**config.mk**
```make
export PLATFORM = sky130hd
export DESIGN_NAME = pc_fetch_unit
export DESIGN_NICKNAME = d
export VERILOG_FILES = /design/src/rtl/pc_fetch_unit.sv
export SDC_FILE = /design/constraint.sdc
export NUM_CORES = 1
export LEC_CHECK = 0
export ABC_AREA = 1
export ABC_CLOCK_PERIOD_IN_PS = 2400
export BUFFER_PORTS_ARGS = -buffer_cell sky130_fd_sc_hd__buf_2
export CAP_MARGIN = 20
export CORE_MARGIN = 2
export CORE_UTILIZATION = 45
export DETAILED_ROUTE_END_ITERATION = 12
export PLACE_DENSITY = 0.85
export SLEW_MARGIN = 20
export SYNTH_ARGS = -nofsm -noshare
export SYNTH_HDL_FRONTEND = slang
export SYNTH_SLANG_ARGS = --single-unit
```
**constraint.sdc**
```tcl
create_clock -name clk -period 2.4 [get_ports clk]
set_input_delay 0.48 -clock clk [delete_from_list [all_inputs] [get_ports clk]]
set_output_delay 0.48 -clock clk [all_outputs]
set_load 0.005 [all_outputs]
```
**src/rtl/pc_fetch_unit.sv**
```systemverilog
// PC owner and instruction-fetch sequencer: one outstanding imem request, responses
// belonging to redirected-away fetches are discarded, fetched words are held for decode.
module pc_fetch_unit #(
  parameter int unsigned        XLEN     = 32,
  parameter logic [XLEN-1:0]    RESET_PC = '0
) (
  input  logic            clk,
  input  logic            rst,
  input  logic            PCsrc,
  input  logic [XLEN-1:0] branch_target,
  output logic            imem_req_valid,
  input  logic            imem_req_ready,
  output logic [XLEN-1:0] imem_req_addr,
  input  logic            imem_rsp_valid,
  input  logic [XLEN-1:0] imem_rsp_data,
  output logic            if_valid,
  input  logic            if_ready,
  output logic [XLEN-1:0] if_pc,
  output logic [XLEN-1:0] if_pc_plus4,
  output logic [XLEN-1:0] if_instr,
  output logic            misalign_pulse
);

  typedef enum logic [1:0] {
    ST_REQ  = 2'd0,
    ST_WAIT = 2'd1,
    ST_HOLD = 2'd2,
    ST_DROP = 2'd3
  } state_e;

  localparam logic [XLEN-1:0] FOUR = XLEN'(4);

  state_e          state_q, state_d;
  logic [XLEN-1:0] pc_q, pc_d;
  logic            if_valid_q, if_valid_d;
  logic [XLEN-1:0] if_pc_q, if_pc_d;
  logic [XLEN-1:0] if_pc_plus4_q, if_pc_plus4_d;
  logic [XLEN-1:0] if_instr_q, if_instr_d;
  logic            misalign_q, misalign_d;

  logic [XLEN-1:0] target_aligned;
  logic [XLEN-1:0] pc_plus4;

  assign target_aligned = {branch_target[XLEN-1:2], 2'b00};
  assign pc_plus4       = pc_q + FOUR;
  assign misalign_d     = PCsrc && (branch_target[1:0] != 2'b00);

  always_comb begin
    state_d        = state_q;
    pc_d           = pc_q;
    if_valid_d     = if_valid_q;
    if_pc_d        = if_pc_q;
    if_pc_plus4_d  = if_pc_plus4_q;
    if_instr_d     = if_instr_q;
    imem_req_valid = 1'b0;

    case (state_q)
      ST_REQ: begin
        // A redirect suppresses the request so the stale pc is never fetched.
        imem_req_valid = !PCsrc && !rst;
        if (PCsrc) begin
          pc_d = target_aligned;
        end else if (imem_req_ready) begin
          state_d = ST_WAIT;
        end
      end
      ST_WAIT: begin
        if (PCsrc) begin
          pc_d    = target_aligned;
          state_d = imem_rsp_valid ? ST_REQ : ST_DROP;
        end else if (imem_rsp_valid) begin
          if_instr_d    = imem_rsp_data;
          if_pc_d       = pc_q;
          if_pc_plus4_d = pc_plus4;
          if_valid_d    = 1'b1;
          pc_d          = pc_plus4;
          state_d       = ST_HOLD;
        end
      end
      ST_HOLD: begin
        if (PCsrc || if_ready) begin
          if_valid_d = 1'b0;
          state_d    = ST_REQ;
          if (PCsrc) begin
            pc_d = target_aligned;
          end
        end
      end
      ST_DROP: begin
        // The in-flight response still has to drain before a new request may issue.
        if (PCsrc) begin
          pc_d = target_aligned;
        end
        if (imem_rsp_valid) begin
          state_d = ST_REQ;
        end
      end
      default: state_d = ST_REQ;
    endcase
  end

  always_ff @(posedge clk) begin
    if (rst) begin
      state_q       <= ST_REQ;
      pc_q          <= RESET_PC;
      if_valid_q    <= 1'b0;
      if_pc_q       <= '0;
      if_pc_plus4_q <= '0;
      if_instr_q    <= '0;
      misalign_q    <= 1'b0;
    end else begin
      state_q       <= state_d;
      pc_q          <= pc_d;
      if_valid_q    <= if_valid_d;
      if_pc_q       <= if_pc_d;
      if_pc_plus4_q <= if_pc_plus4_d;
      if_instr_q    <= if_instr_d;
      misalign_q    <= misalign_d;
    end
  end

  assign imem_req_addr  = pc_q;
  assign if_valid       = if_valid_q;
  assign if_pc          = if_pc_q;
  assign if_pc_plus4    = if_pc_plus4_q;
  assign if_instr       = if_instr_q;
  assign misalign_pulse = misalign_q;

endmodule

```
==> results by group <==
Run status
  – Run status: complete, no violations

Layout
  – Share of cells above drive strength 1: 24.8%
  – NumNets Final: 1,031
  – Final cell area excluding filler cells: 7110 um2
  – Non-filler cells, final: 1,120
  – Number of inserted diodes: 0
  – Utilization after layout: 59.2%
  – Layout-stage area growth over the synthesis result: 28.9%

Timing
  – Final critical-path setup slack: 0.510 ns
  – Slew of the pin with the lowest slew margin: 0.621 ns
  – Max Clock Skew: 0.0100 ns
  – Minimum period implied by the final worst setup slack: 1.89 ns
  – Final TNS setup: 0 ns
  – Final-layout worst hold slack: 0.278 ns
  – Setup-failing EPs final: 0
  – Post-route fraction of the period consumed by the critical path: 78.7%
  – Max-slew violation total from the final report: 0
  – Worst max-slew margin expressed relative to the limit: 58.5%
  – Hold violation total from the final report: 0
  – Unrepaired setup endpoints after global routing: no
  – Maximum clock rate: 529 MHz

Setup path
  – Kind of start point of the critical path: flop
  – Slowest cell delay on critical path: 0.51 ns
  – Sum of buffers and inverters on the critical path: 1
  – Critical path, cell by cell: nand2_1 -> nor2_1 -> nand2_1 -> nor3_1 -> or2_2 -> nand3_1 -> nand2_1 -> inv_1
  – Highest net fanout along the worst path: 7
  – Critical path data required time: 2.72 ns
  – Critical setup path kind: flop to flop
  – Signal arrival time at the worst endpoint: 2.21 ns
  – Most numerous cell on the critical path: sky130_fd_sc_hd__nand2_1
  – R2R Setup Slk: 0.51 ns
  – Cell family with the largest share of critical-path delay: simple AND/OR/NAND/NOR gates
  – Worst-path cell with the longest stage delay: sky130_fd_sc_hd__dfxtp_1
  – CP Capture Type: flop

Place
  – Placed inst area: 6530 um2
  – DP Worst Slack: 0.426 ns
  – Number of placed cells counting well taps: 1,088
  – Gpl congestion: 0.912
  – HPWL after DPL: 11,900 um
  – Count of input and output buffers: 194

Die
  – DIE HEIGHT: 115 um
  – Area of the core region: 12,000 um2
  – Std cell rows: 40
  – Width of the die: 115 um
  – Die area: 13,200 um2
  – Num ports: 201
  – Initial Utilization: 45.9%

Clock tree
  – Post-CTS Hold Buffers: 0
  – Root buffer selected by CTS: sky130_fd_sc_hd__clkbuf_16
  – Later-pin clock latency in the skew report: 0.43 ns
  – Clk sinks: 126
  – Clock tree from TritonCTS: built
  – CTS Buffer Depth: 2
  – Resized cells post-CTS: 0
  – Level count of the clock H-tree: 4
  – Number of buffers added by the clock tree synthesis step: 17
  – Number of setup buffers added after CTS: 0
  – Clock transition at the registers of the reported paths: 0.05 ns

Logic synthesis
  – Adder and majority cell fraction of the synthesized area: 0.227%
  – Avg Synthesized Cell Area: 7.09 um2
  – Post-synthesis cell type count: 32
  – Top area cells in the synthesized netlist: sky130_fd_sc_hd__dfxtp_1 (46%), sky130_fd_sc_hd__nor2_1 (12%), sky130_fd_sc_hd__nand2_1 (7.6%)
  – Main combinational cell family by area after synthesis: simple AND/OR/NAND/NOR gates
  – Post-synthesis compound-gate area fraction: 14.9%
  – Post-synthesis share of cell area spent on and, or, nand and nor gates: 26.3%
  – Sequential-to-total area share from yosys stat: 45.7%
  – Area share of the leading cell type in the synthesized netlist: 45.7%
  – Cell area after technology mapping: 5520 um2
  – Synth warnings: 0
  – XOR/XNOR Fraction of Synth Area: 2.06%
  – Post-synthesis sequential element count: 126
  – Largest area contributor in the netlist: sky130_fd_sc_hd__dfxtp_1
  – Portion of netlist area occupied by mux cells: 0%
  – Number of instances in the synthesized netlist: 778

Global routing
  – Number of antenna violations at the first check in global routing: 0
  – Gr ovfl total: 0
  – Met1 Usage GRT: 30.7%
  – Layer with the highest usage after global routing: met2
  – Maximum number of pins on one net before global-route repair: 98
  – Number of global-route vias before repair: 5,500
  – First-pass GRT wire length: 26,700 um
  – Global routing met2 resource utilization: 43.3%
  – Aggregate global-route resource usage: 26.4%
  – Met3 layer usage reported by global route: 9.91%

Power
  – Power density over the cells: 898 nW/um2
  – Reported leakage power: 3.68 nW
  – PnR Total Power: 6.39 mW
  – Maximum ir drop on the vdd rail: 0.532 mV

Drt
  – Drt drc: 0
  – Total Routed Length: 16,800 um
  – Final routed wire length divided by cell count: 15.0 um
  – Via count: 5,758
  – Post-detailed-route count of antenna-violating nets: 0
  – Detail-routed via count per cell: 5.14
  – Violation count after the first detailed-routing iteration: 379
  – Count of TritonRoute iterations in the first routing pass: 5

Hold path
  – Min-Delay Path Class: primary input to flop

Run
  – Reported max-cap violation count: 0
-- worst reg2reg max path, cell delays in order (launching register included) --
cell	delay, ns
sky130_fd_sc_hd__dfxtp_1	0.51
sky130_fd_sc_hd__nand2_1	0.13
sky130_fd_sc_hd__nor2_1	0.22
sky130_fd_sc_hd__nand2_1	0.12
sky130_fd_sc_hd__nor3_1	0.40
sky130_fd_sc_hd__or2_2	0.20
sky130_fd_sc_hd__nand3_1	0.09
sky130_fd_sc_hd__nand2_1	0.09
sky130_fd_sc_hd__inv_1	0.04
-- cell usage in the layout, fill, tap and decap left out, drive strengths merged, types with 6 or more instances in the layout --
cell type,n
buf,203
nor2,187
dfxtp,126
nand2,113
inv,88
o21ai,82
a21oi,34
nand3,33
clkbuf,25
o211ai,18
nor3,15
xor2,10
o221ai,8
conb,6
-- layout make-up --
type / count / area, um2
Inverter: 88 / 330
Multi-Input combinational cell: 524 / 2430
Fill cell: 1114 / 4900
Timing Repair Buffer: 203 / 1060
Sequential cell: 126 / 2520
Clock buffer: 25 / 475
Clock inverter: 7 / 110
Tap cell: 147 / 184
-- cells by family after synthesis --
group	count (synthesis)
flops	126
fa+ha+maj	1
other cells	1
buf+inv	133
compound gates	146
simple gates	358
xor+xnor	13
-- path summary, 6_finish.rpt --
path,startpoint,endpoint,cells past startpoint
worst max-delay path,imem_req_addr[11],if_pc_plus4[23],8
worst min-delay path,imem_rsp_data[11],if_instr[11],3
worst max register to register,imem_req_addr[11],if_pc_plus4[23],8
worst min register to register,if_pc_plus4[4],if_pc_plus4[4],2
-- metal layers --
metal | vias up | wire length, um
met5 | - | 0
met3 | 42 | 1530
li1 | 2848 | -
met2 | 290 | 7800
met4 | 0 | 581
met1 | 2578 | 6890
-- state kept, by name (all words and copies together) (netlist names) --
name / count
imem_req_addr: 30
misalign_pulse: 1
state_q: 2
if_valid: 1
if_pc: 30
if_instr: 32
if_pc_plus4: 30
-- cell usage after synthesis --
library cell                  n
sky130_fd_sc_hd__nor2_1     183
sky130_fd_sc_hd__dfxtp_1    126
sky130_fd_sc_hd__nand2_1    112
sky130_fd_sc_hd__inv_1       86
sky130_fd_sc_hd__o21ai_0     80
sky130_fd_sc_hd__a21oi_1     34
sky130_fd_sc_hd__nand3_1     33
sky130_fd_sc_hd__o211ai_1    18
sky130_fd_sc_hd__clkbuf_1    16
sky130_fd_sc_hd__nor3_1      15
sky130_fd_sc_hd__buf_2       12
sky130_fd_sc_hd__buf_4       10
sky130_fd_sc_hd__xor2_1      10
sky130_fd_sc_hd__o221ai_1     8
sky130_fd_sc_hd__buf_6        5
sky130_fd_sc_hd__nand4_1      4
sky130_fd_sc_hd__xnor2_1      3
sky130_fd_sc_hd__and3_1       2
sky130_fd_sc_hd__inv_2        2
sky130_fd_sc_hd__nand3b_1     2
sky130_fd_sc_hd__nor2_2       2
sky130_fd_sc_hd__nor2_4       2
sky130_fd_sc_hd__o2111ai_1    2
sky130_fd_sc_hd__o21ai_1      2
sky130_fd_sc_hd__or2_2        2
sky130_fd_sc_hd__a211oi_2     1
sky130_fd_sc_hd__a31oi_1      1
sky130_fd_sc_hd__buf_1        1
sky130_fd_sc_hd__clkbuf_2     1
sky130_fd_sc_hd__conb_1       1
sky130_fd_sc_hd__ha_1         1
sky130_fd_sc_hd__nand2_2      1
-- where the power goes --
part	switching [mW]	internal, mW	leakage, nW
registers	0.224	2.38	1.03
clock network	0.885	1.68	0.289
logic	0.735	0.488	2.37
Note: power is estimated with default switching activity, not from simulation.
